## src/rtl/sstv_pkg.sv

```systemverilog
// Shared SSTV definitions: pixel codes, tone frequencies, receiver bin edges,
// line transmitter FSM states and a small sizing helper.
// Imported by the line transmitter, the pixel tone map and future test generators.
package sstv_pkg;

  // 2-bit grayscale pixel codes
  localparam logic [1:0] PIX_BLACK     = 2'b00;
  localparam logic [1:0] PIX_DARKGRAY  = 2'b01;
  localparam logic [1:0] PIX_LIGHTGRAY = 2'b10;
  localparam logic [1:0] PIX_WHITE     = 2'b11;

  // Tone targets in Hz
  localparam logic [11:0] TONE_SYNC      = 12'd1200;
  localparam logic [11:0] TONE_PORCH     = 12'd1500;
  localparam logic [11:0] TONE_BLACK     = 12'd1600;
  localparam logic [11:0] TONE_DARKGRAY  = 12'd1800;
  localparam logic [11:0] TONE_LIGHTGRAY = 12'd2000;
  localparam logic [11:0] TONE_WHITE     = 12'd2200;

  // Upper edges of the demodulator's color bins; each pixel tone sits
  // 100 Hz below its edge, i.e. in the middle of a 200 Hz bin.
  localparam logic [11:0] BIN_EDGE_BLACK     = 12'd1700;
  localparam logic [11:0] BIN_EDGE_DARKGRAY  = 12'd1900;
  localparam logic [11:0] BIN_EDGE_LIGHTGRAY = 12'd2100;
  localparam logic [11:0] BIN_EDGE_WHITE     = 12'd2300;

  typedef enum logic [1:0] {
    ST_IDLE  = 2'd0,
    ST_SYNC  = 2'd1,
    ST_PORCH = 2'd2,
    ST_PIXEL = 2'd3
  } tx_state_t;

  function automatic int max3(input int a, input int b, input int c);
    int m;
    m = (a > b) ? a : b;
    return (m > c) ? m : c;
  endfunction

endpackage

```

## src/rtl/sstv_pixel_tone.sv

```systemverilog
// Combinational pixel code to tone frequency map (bin-centre tones).
// Latency: none (pure combinational). Backpressure: not applicable.
// Ports: code in (2-bit pixel code), freq out (12-bit tone in Hz).
module sstv_pixel_tone
  import sstv_pkg::*;
(
  input  logic [1:0]  code,
  output logic [11:0] freq
);

  always_comb begin
    freq = TONE_BLACK;
    case (code)
      PIX_BLACK:     freq = TONE_BLACK;
      PIX_DARKGRAY:  freq = TONE_DARKGRAY;
      PIX_LIGHTGRAY: freq = TONE_LIGHTGRAY;
      PIX_WHITE:     freq = TONE_WHITE;
      default:       freq = TONE_BLACK;
    endcase
  end

endmodule

```

## src/rtl/sstv_line_tx.sv

```systemverilog
// SSTV scan line transmitter: sync, optional porch, then one tone per pixel slot.
// Latency: start at cycle T gives sync tone at T+1; an accepted pixel drives the next slot.
// Backpressure: pix_ready is high only in the cycle before each slot; no pixel -> black + underrun.
// Ports: clk/reset (sync, active-high); start; pix_data/pix_valid/pix_ready (pixel input);
//        freq (tone in Hz, 0 when silent), tone_en, line_active, line_done, underrun.
// Build option: define SSTV_TX_PORCH_EN to insert the 1500 Hz porch between sync and pixels.
module sstv_line_tx
  import sstv_pkg::*;
#(
  parameter int SYNC_CYCLES  = 64,
  parameter int PORCH_CYCLES = 8,
  parameter int PIXEL_CYCLES = 16,
  parameter int LINE_PIXELS  = 320
) (
  input  logic        clk,
  input  logic        reset,
  input  logic        start,
  input  logic [1:0]  pix_data,
  input  logic        pix_valid,
  output logic        pix_ready,
  output logic [11:0] freq,
  output logic        tone_en,
  output logic        line_active,
  output logic        line_done,
  output logic        underrun
);

  localparam int CNT_MAX = max3(SYNC_CYCLES, PORCH_CYCLES, PIXEL_CYCLES);
  localparam int CNT_W   = (CNT_MAX > 1) ? $clog2(CNT_MAX) : 1;
  localparam int IDX_W   = (LINE_PIXELS > 1) ? $clog2(LINE_PIXELS) : 1;

  localparam logic [CNT_W-1:0] SYNC_LAST  = CNT_W'(SYNC_CYCLES - 1);
  localparam logic [CNT_W-1:0] PIXEL_LAST = CNT_W'(PIXEL_CYCLES - 1);
  localparam logic [IDX_W-1:0] IDX_LAST   = IDX_W'(LINE_PIXELS - 1);
`ifdef SSTV_TX_PORCH_EN
  localparam logic [CNT_W-1:0] PORCH_LAST = CNT_W'(PORCH_CYCLES - 1);
`endif

  tx_state_t        state_q, state_n;
  logic [CNT_W-1:0] cnt_q, cnt_n;
  logic [IDX_W-1:0] idx_q, idx_n;
  logic [1:0]       pix_q, pix_n;
  logic             slot_start;
  logic             ready_n, done_n, underrun_n, active_n;
  logic [11:0]      pix_tone, freq_n;

  // Next-state and counter logic
  always_comb begin
    state_n    = state_q;
    cnt_n      = cnt_q;
    idx_n      = idx_q;
    pix_n      = pix_q;
    slot_start = 1'b0;
    done_n     = 1'b0;
    underrun_n = 1'b0;

    case (state_q)
      ST_IDLE: begin
        if (start) begin
          state_n = ST_SYNC;
          cnt_n   = '0;
        end
      end

      ST_SYNC: begin
        if (cnt_q == SYNC_LAST) begin
          cnt_n = '0;
`ifdef SSTV_TX_PORCH_EN
          state_n = ST_PORCH;
`else
          state_n    = ST_PIXEL;
          idx_n      = '0;
          slot_start = 1'b1;
`endif
        end else begin
          cnt_n = cnt_q + CNT_W'(1);
        end
      end

      ST_PORCH: begin
`ifdef SSTV_TX_PORCH_EN
        if (cnt_q == PORCH_LAST) begin
          state_n    = ST_PIXEL;
          cnt_n      = '0;
          idx_n      = '0;
          slot_start = 1'b1;
        end else begin
          cnt_n = cnt_q + CNT_W'(1);
        end
`else
        // Unreachable without the porch; recover to IDLE.
        state_n = ST_IDLE;
        cnt_n   = '0;
`endif
      end

      ST_PIXEL: begin
        if (cnt_q == PIXEL_LAST) begin
          cnt_n = '0;
          if (idx_q == IDX_LAST) begin
            state_n = ST_IDLE;
            done_n  = 1'b1;
            pix_n   = PIX_BLACK;
          end else begin
            idx_n      = idx_q + IDX_W'(1);
            slot_start = 1'b1;
          end
        end else begin
          cnt_n = cnt_q + CNT_W'(1);
        end
      end

      default: begin
        state_n = ST_IDLE;
        cnt_n   = '0;
      end
    endcase

    // A new slot begins exactly where pix_ready was offered; a missing pixel
    // becomes black so the line timing never stalls.
    if (slot_start) begin
      if (pix_ready && pix_valid) begin
        pix_n = pix_data;
      end else begin
        pix_n      = PIX_BLACK;
        underrun_n = 1'b1;
      end
    end
  end

  sstv_pixel_tone u_pixel_tone (
    .code (pix_n),
    .freq (pix_tone)
  );

  // Outputs are decoded from the next state so every output is a flop.
  always_comb begin
    freq_n   = 12'd0;
    active_n = (state_n != ST_IDLE);
    case (state_n)
      ST_SYNC:  freq_n = TONE_SYNC;
      ST_PORCH: freq_n = TONE_PORCH;
      ST_PIXEL: freq_n = pix_tone;
      default:  freq_n = 12'd0;
    endcase

    // Ready in the final cycle before each slot: end of sync/porch for
    // slot 0, end of slots 0..LINE_PIXELS-2 for the rest.
    ready_n = (state_n == ST_PIXEL) && (cnt_n == PIXEL_LAST) && (idx_n != IDX_LAST);
`ifdef SSTV_TX_PORCH_EN
    if ((state_n == ST_PORCH) && (cnt_n == PORCH_LAST)) ready_n = 1'b1;
`else
    if ((state_n == ST_SYNC) && (cnt_n == SYNC_LAST)) ready_n = 1'b1;
`endif
  end

  always_ff @(posedge clk) begin
    if (reset) begin
      state_q     <= ST_IDLE;
      cnt_q       <= '0;
      idx_q       <= '0;
      pix_q       <= PIX_BLACK;
      pix_ready   <= 1'b0;
      freq        <= 12'd0;
      tone_en     <= 1'b0;
      line_active <= 1'b0;
      line_done   <= 1'b0;
      underrun    <= 1'b0;
    end else begin
      state_q     <= state_n;
      cnt_q       <= cnt_n;
      idx_q       <= idx_n;
      pix_q       <= pix_n;
      pix_ready   <= ready_n;
      freq        <= freq_n;
      tone_en     <= active_n;
      line_active <= active_n;
      line_done   <= done_n;
      underrun    <= underrun_n;
    end
  end

endmodule
```

## config.mk

```make
export PLATFORM = sky130hd
export DESIGN_NAME = sstv_line_tx
export DESIGN_NICKNAME = d
export VERILOG_FILES = /design/src/rtl/sstv_pkg.sv /design/src/rtl/sstv_pixel_tone.sv /design/src/rtl/sstv_line_tx.sv
export SDC_FILE = /design/constraint.sdc
export NUM_CORES = 1
export LEC_CHECK = 0
export BUFFER_PORTS_ARGS = -buffer_cell sky130_fd_sc_hd__buf_2
export CAP_MARGIN = 30
export CORE_UTILIZATION = 37
export DETAILED_ROUTE_END_ITERATION = 7
export PLACE_DENSITY = 0.6
export SYNTH_ARGS = -nofsm -noshare
export SYNTH_HDL_FRONTEND = slang
export SYNTH_HIERARCHICAL = 1
export SYNTH_SLANG_ARGS = --single-unit
export TNS_END_PERCENT = 10
```

## constraint.sdc

```tcl
create_clock -name clk -period 3.2 [get_ports clk]
set_clock_uncertainty 0.15 [all_clocks]
set_input_delay 0.96 -clock clk [delete_from_list [all_inputs] [get_ports clk]]
set_output_delay 0.96 -clock clk [all_outputs]
set_load 0.02 [all_outputs]
```

==> impl_metrics.toml, run 1 <==
[worst_setup_path]
crit_fanout = 5
crit_end = "freq[7]"
r2r-end = "freq[7]"
critPathMostFrequentCell = "ha_1"
reg2reg_slack_ns = 0.42
start_kind = "flip-flop"
r2r_start = "idx_q[0]"
slowest_stage = "dfxtp_1"
cp-startpoint = "idx_q[0]"
r2r.worst_path.cells = 10
path_class = "flip-flop to flip-flop"
endpoint_kind = "flip-flop"
worst_ep_required_time_ns = 3.23
cp_cell_sequence = "ha_1 > and3_4 > nor4b_4 > o21ai_1 > nand2_1 > mux2i_1 > inv_1 > ha_1 > or2_1 > o21a_1"
cp_slowest_stage_delay_ns = 0.41
crit_arrival_ns = 2.80

[die]
die_w_um = 71.5
die_y_um = 71.5
initial_core_util = 0.397
rows = 24
io_pins = 23
core_mm2 = 0.00450
dieArea_mm2 = 0.00511

[synthesis]
avgSynthCellArea_um2 = 9.12
syn_inst = 196
synth_area_mm2 = 0.00179
yosys-top-cells-count = "35 x dfxtp_1, 18 x nor2_1, 17 x nand2_1"
synth_edf_count = 0
synth.most_common_cell = "dfxtp_1"
synthArstFlopShare = 0
yosysUniqueCellTypes = 51
synthTopCellsByArea = "dfxtp_1 39%, ha_1 4.9%, buf_4 3.8%, nor2_1 3.8%, o21a_1 3.8%"
synth_top_area_share = 0.392
ys.flop_type = "dfxtp_1"
synth_area_leader_cell = "dfxtp_1"
ys_seq_area_frac = 0.392
ys_ff_latch = 35
yosys_warnings = 6

[worst_hold_path]
hp-start = "pix_ready"
hp-class = "flip-flop to flip-flop"

[routing]
wl_per_cell_um = 12.5
drt_iter0_drc = 52
drt-vias-per-instance = 5.10
vias = 1372
wl_um = 3370
drc = 0
first_pass_iters = 4
ant_nets = 0

[final_layout]
fin_nets = 230
layout-drive-gt1-share = 0.194
final_cells = 269
multi_input_area_um2 = 1000
finalCoreUtilization = 0.446
area_growth_pct = 12.4
ff_latch_area_um2 = 701
fillCellCount = 441
n_antenna_cell = 0

[global_route]
use_met2 = 0.236
grt_usage = 0.149
grt_pass1_wl_um = 6000
grt_pass1_vias = 1344
gr-total-overflow = 0
grt_max_degree = 18
grt_use_met1 = 0.196
antenna_found_initial = 0
top_usage_layer = "met2"
grt_util_met3 = 0.0422

[timing]
rsz0062_at_grt = "no"
finalHoldWorstSlack_ns = 0.363
fin_crit_sh = 0.868
setup_viol = 0
drv_slew = 0
finalHoldViolations = 0
timing.fmax_mhz = 360
period_needed_ns = 2.78
worst_slack_ns = 0.423
fin_setup_tns_ns = 0

[power]
switching_share = 0.208
vdd_drop_max_v = 0.000216
p_clk_frac = 0.437
power.switching_mw = 0.179
powerDensity_mw_per_mm2 = 429
p_leak_nw = 0.797
pwr-share-comb = 0.043
seq_power_share = 0.520
p_int_mw = 0.683

[clock_tree]
cts_hold_buffers = 0
cts_tree = "yes"
h-tree-depth = 2
clk_pin_slew_ns = 0.07
clk_latency_ns = 0.28
cts_resized = 0
cts_buffer_depth = 2
cts_made_buffers = 5
cts_setup_buffers = 0
root_buffer = "clkbuf_8"
clock_sinks = 35

[placed_design]
placed_cells_incl_taps = 262
dpl.hpwl_um = 2470
place_ws_ns = 0.463
io_buffers = 22
gp_congestion = 0.788

[run_status]
outcome = "finished, final reports clean"

[job]
max_cap_violations = 0
power by group through the flow:
stage,combinational (mW),sequential [mW],clock (mW)
4_1_cts,0.0374,0.448,0.396
3_3_place_gp,0.0367,0.459,0
2_1_floorplan,0.0250,0.461,0
5_1_grt,0.0411,0.449,0.408
3_5_place_dp,0.0373,0.458,0
6_report,0.0368,0.448,0.377
metrics by stage:
stage / total power [mW] / area, um2
after floorplan: 0.486 / 1800
after CTS: 0.881 / 2010
after detailed placement: 0.495 / 1900
after global placement: 0.495 / 1900
final: 0.862 / 2010
after global routing: 0.898 / 2010
registers in the layout, indices dropped and copies added (netlist names):
register and count:
pix_ready 1, cnt_q 6, idx_q 9, underrun 1
line_active 1, state_q 2, line_done 1, freq 12
pix_q 2
cell families after synthesis:
| logic type | count (synthesis) | synth area share |
|---|---|---|
| muxes | 3 | 0.0168 |
| AOI/OAI and AO/OA | 34 | 0.143 |
| other | 1 | 0.00210 |
| DFF | 35 | 0.392 |
| xor gates and xnor gates | 10 | 0.0490 |
| buffers and inverters | 16 | 0.0546 |
| and+or+nand+nor | 90 | 0.293 |
| adders and majority gates | 7 | 0.0490 |
how the worst min path moves through the flow:
stage | endpoint | cells after the start
floorplan | cnt_q[0] | 2
global placement | idx_q[1] | 2
detailed placement | underrun | 1
CTS | underrun | 1
global route | underrun | 1
finish | underrun | 1
routing by layer:
layer	part of all wire	wire length (um)
met5	0	0
met4	0.011	36
met3	0.038	129
met2	0.45	1510
met1	0.50	1690
layout make-up:
| class | instances | share of cell area |
|---|---|---|
| clock inverter | 2 | 0.0187 |
| clock buffer | 5 | 0.0343 |
| multi-input combinational | 148 | 0.498 |
| timing repair buffer | 24 | 0.0623 |
| tap | 52 | 0.0324 |
| inverter | 3 | 0.00561 |
| sequential | 35 | 0.349 |
cell usage in the layout (no fill, tap or decap), types with 5 or more instances in the layout:
master,n
clkbuf_8,5
nand3_1,7
nor2b_1,5
o21a_1,9
dfxtp_1,35
nor2_1,18
xnor2_1,7
buf_2,22
and2_1,7
ha_1,7
a21oi_1,6
nand2_1,17
critical path: cells and delay by family, from the launching register on:
family,cells,cell delay [ns]
AO/OA/AOI/OAI,2,0.30
adder cells (fa/ha/maj),2,0.49
buffers and inverters,1,0.12
flip-flops,1,0.41
multiplexers,1,0.39
AND/OR/NAND/NOR,4,0.81
No activity file was read; power rests on OpenSTA's default activity.
==> run 2, diff against run 1 <==
--- a/config.mk
+++ b/config.mk
@@ -9,9 +9,8 @@
 export CAP_MARGIN = 30
 export CORE_UTILIZATION = 37
 export DETAILED_ROUTE_END_ITERATION = 7
-export PLACE_DENSITY = 0.6
+export PLACE_DENSITY = 0.61
 export SYNTH_ARGS = -nofsm -noshare
 export SYNTH_HDL_FRONTEND = slang
-export SYNTH_HIERARCHICAL = 1
 export SYNTH_SLANG_ARGS = --single-unit
 export TNS_END_PERCENT = 10
==> run 2 against run 1 <==
Register-to-register slack got worse by 0.13 ns. Utilization increased by 0.45 points. Non-clock buffer count decreased by 1. Sequential cell count decreased by 3. Final cell count decreased by 3.7%. Via count decreased by 1.6%. Synthesized cell count decreased by 5.6%. Setup slack got worse by 0.13 ns. Sequential share of layout area increased by 0.42 points. Sequential power decreased by 8.9%. Critical path depth unchanged. Combinational power increased by 16%. Highest routed layer unchanged.
==> impl_metrics.toml, run 2 <==
[power]
powerDensity_mw_per_mm2 = 462
switching_share = 0.226
p_leak_nw = 0.782
vdd_drop_max_v = 0.000130
seq_power_share = 0.487
p_int_mw = 0.649
p_clk_frac = 0.463
pwr-share-comb = 0.051
power.switching_mw = 0.190

[worst_setup_path]
start_kind = "flip-flop"
r2r_start = "idx_q[0]"
cp_cell_sequence = "ha_1 > nand3_1 > or4_1 > nand2_2 > a21oi_1 > a32oi_1 > inv_1 > ha_1 > o21bai_1 > a21oi_1"
reg2reg_slack_ns = 0.30
path_class = "flip-flop to flip-flop"
slowest_stage = "or4_1"
cp_slowest_stage_delay_ns = 0.57
endpoint_kind = "flip-flop"
crit_arrival_ns = 2.92
worst_ep_required_time_ns = 3.22
r2r-end = "freq[7]"
cp-startpoint = "idx_q[0]"
crit_end = "freq[7]"
crit_fanout = 9
r2r.worst_path.cells = 10

[global_route]
grt_use_met1 = 0.198
gr-total-overflow = 0
grt_usage = 0.163
grt_max_degree = 13
antenna_found_initial = 0
top_usage_layer = "met2"
grt_util_met3 = 0.0479
grt_pass1_vias = 1186
use_met2 = 0.258
grt_pass1_wl_um = 5350

[synthesis]
ys_seq_area_frac = 0.410
yosys_warnings = 0
ys.flop_type = "dfxtp_1"
syn_inst = 185
ys_ff_latch = 32
synth_area_mm2 = 0.00156
synthTopCellsByArea = "dfxtp_1 41%, nor2_1 5.3%, ha_1 4.8%, nand2_1 3.4%, a21oi_1 3.2%"
synth_area_leader_cell = "dfxtp_1"
yosys-top-cells-count = "32 x dfxtp_1, 22 x nor2_1, 14 x nand2_1"
yosysUniqueCellTypes = 47
avgSynthCellArea_um2 = 8.45
synth_top_area_share = 0.410
synth_edf_count = 0
synthArstFlopShare = 0
synth.most_common_cell = "dfxtp_1"

[placed_design]
placed_cells_incl_taps = 251
place_ws_ns = 0.331
dpl.hpwl_um = 2340
gp_congestion = 0.826
io_buffers = 20

[routing]
drt_iter0_drc = 87
drt-vias-per-instance = 5.21
drc = 0
first_pass_iters = 4
ant_nets = 0
vias = 1350
wl_per_cell_um = 12.7
wl_um = 3280

[die]
die_y_um = 67.0
die_w_um = 67.0
io_pins = 23
core_mm2 = 0.00403
initial_core_util = 0.388
rows = 23
dieArea_mm2 = 0.00449

[timing]
fin_setup_tns_ns = 0
finalHoldWorstSlack_ns = 0.343
drv_slew = 0
rsz0062_at_grt = "no"
fin_crit_sh = 0.907
worst_slack_ns = 0.298
finalHoldViolations = 0
setup_viol = 0
timing.fmax_mhz = 345
period_needed_ns = 2.90

[clock_tree]
cts_resized = 0
cts_setup_buffers = 0
clk_pin_slew_ns = 0.07
clock_sinks = 32
cts_tree = "yes"
clk_latency_ns = 0.29
cts_buffer_depth = 2
h-tree-depth = 2
cts_hold_buffers = 0
root_buffer = "clkbuf_8"
cts_made_buffers = 5

[final_layout]
fin_nets = 220
layout-drive-gt1-share = 0.177
largest_registers = "freq x9, idx_q x9, cnt_q x6"
n_antenna_cell = 0
fillCellCount = 411
area_growth_pct = 16.1
final_cell_mix = "32 x dfxtp_1, 22 x nor2_1, 20 x buf_2"
final_cells = 259
final_common_cell = "dfxtp_1"

[run_status]
outcome = "finished, final reports clean"

[worst_hold_path]
hp-class = "flip-flop to flip-flop"

[job]
max_cap_violations = 0
-- run 2: worst max-delay path: cells and delay by family, from the launching register on --
kind	cells	cell delay, ns
flops	1	0.41
compound gates	4	0.58
fa+ha+maj	2	0.49
simple gates	3	1.00
buf+inv	1	0.14
-- run 2: final cells by class --
| type | instances | area, um2 | share of cell area |
|---|---|---|---|
| Inverter | 9 | 33.8 | 0.0186 |
| Clock buffer | 5 | 68.8 | 0.0379 |
| Clock inverter | 3 | 42.5 | 0.0234 |
| Timing Repair Buffer | 23 | 123 | 0.0676 |
| Sequential cell | 32 | 641 | 0.353 |
| Multi-Input combinational cell | 137 | 843 | 0.465 |
| Tap cell | 50 | 62.6 | 0.0345 |
-- run 2: power groups by stage --
| stage | clock network (mW) | logic (mW) | registers (mW) |
|---|---|---|---|
| 6_report | 0.388 | 0.0426 | 0.408 |
| 5_1_grt | 0.413 | 0.0481 | 0.409 |
| 3_3_place_gp | 0 | 0.0427 | 0.417 |
| 2_1_floorplan | 0 | 0.0239 | 0.423 |
| 3_5_place_dp | 0 | 0.0425 | 0.417 |
| 4_1_cts | 0.401 | 0.0425 | 0.408 |
-- run 2: logic make-up (layout without fill, tap and decap cells) --
family | count (synthesis) | count (layout) | synth area share
AOI/OAI and AO/OA | 36 | 36 | 0.147
DFF | 32 | 32 | 0.410
other | 1 | 3 | 0.00240
buffers and inverters | 18 | 40 | 0.0552
xor gates and xnor gates | 6 | 6 | 0.0336
adders and majority gates | 6 | 6 | 0.0480
muxes | 3 | 3 | 0.0192
and+or+nand+nor | 83 | 83 | 0.284
-- run 2: routing by layer --
layer / wire length (um) / vias up
met5: 0 / -
met3: 141 / 6
met4: 72 / 0
met1: 1590 / 620
li1: - / 695
met2: 1480 / 29
-- run 2: through the flow --
step                      total power, mW  instance area [um2]   util
final                               0.839                 1810  0.450
after global routing                0.870                 1810  0.450
after CTS                           0.851                 1810  0.450
after detailed placement            0.460                 1700  0.423
after floorplan                     0.447                 1570      -
after global placement              0.460                 1700  0.423
-- run 2: worst min path at each step --
stage / start / end / slack (ns) / cells past startpoint
finish: pix_ready / underrun / 0.34 / 1
global route: pix_ready / underrun / 0.39 / 1
CTS: pix_ready / underrun / 0.34 / 1
detailed placement: pix_ready / underrun / 0.33 / 1
global placement: pix_ready / underrun / 0.33 / 1
floorplan: cnt_q[1] / cnt_q[1] / 0.32 / 2
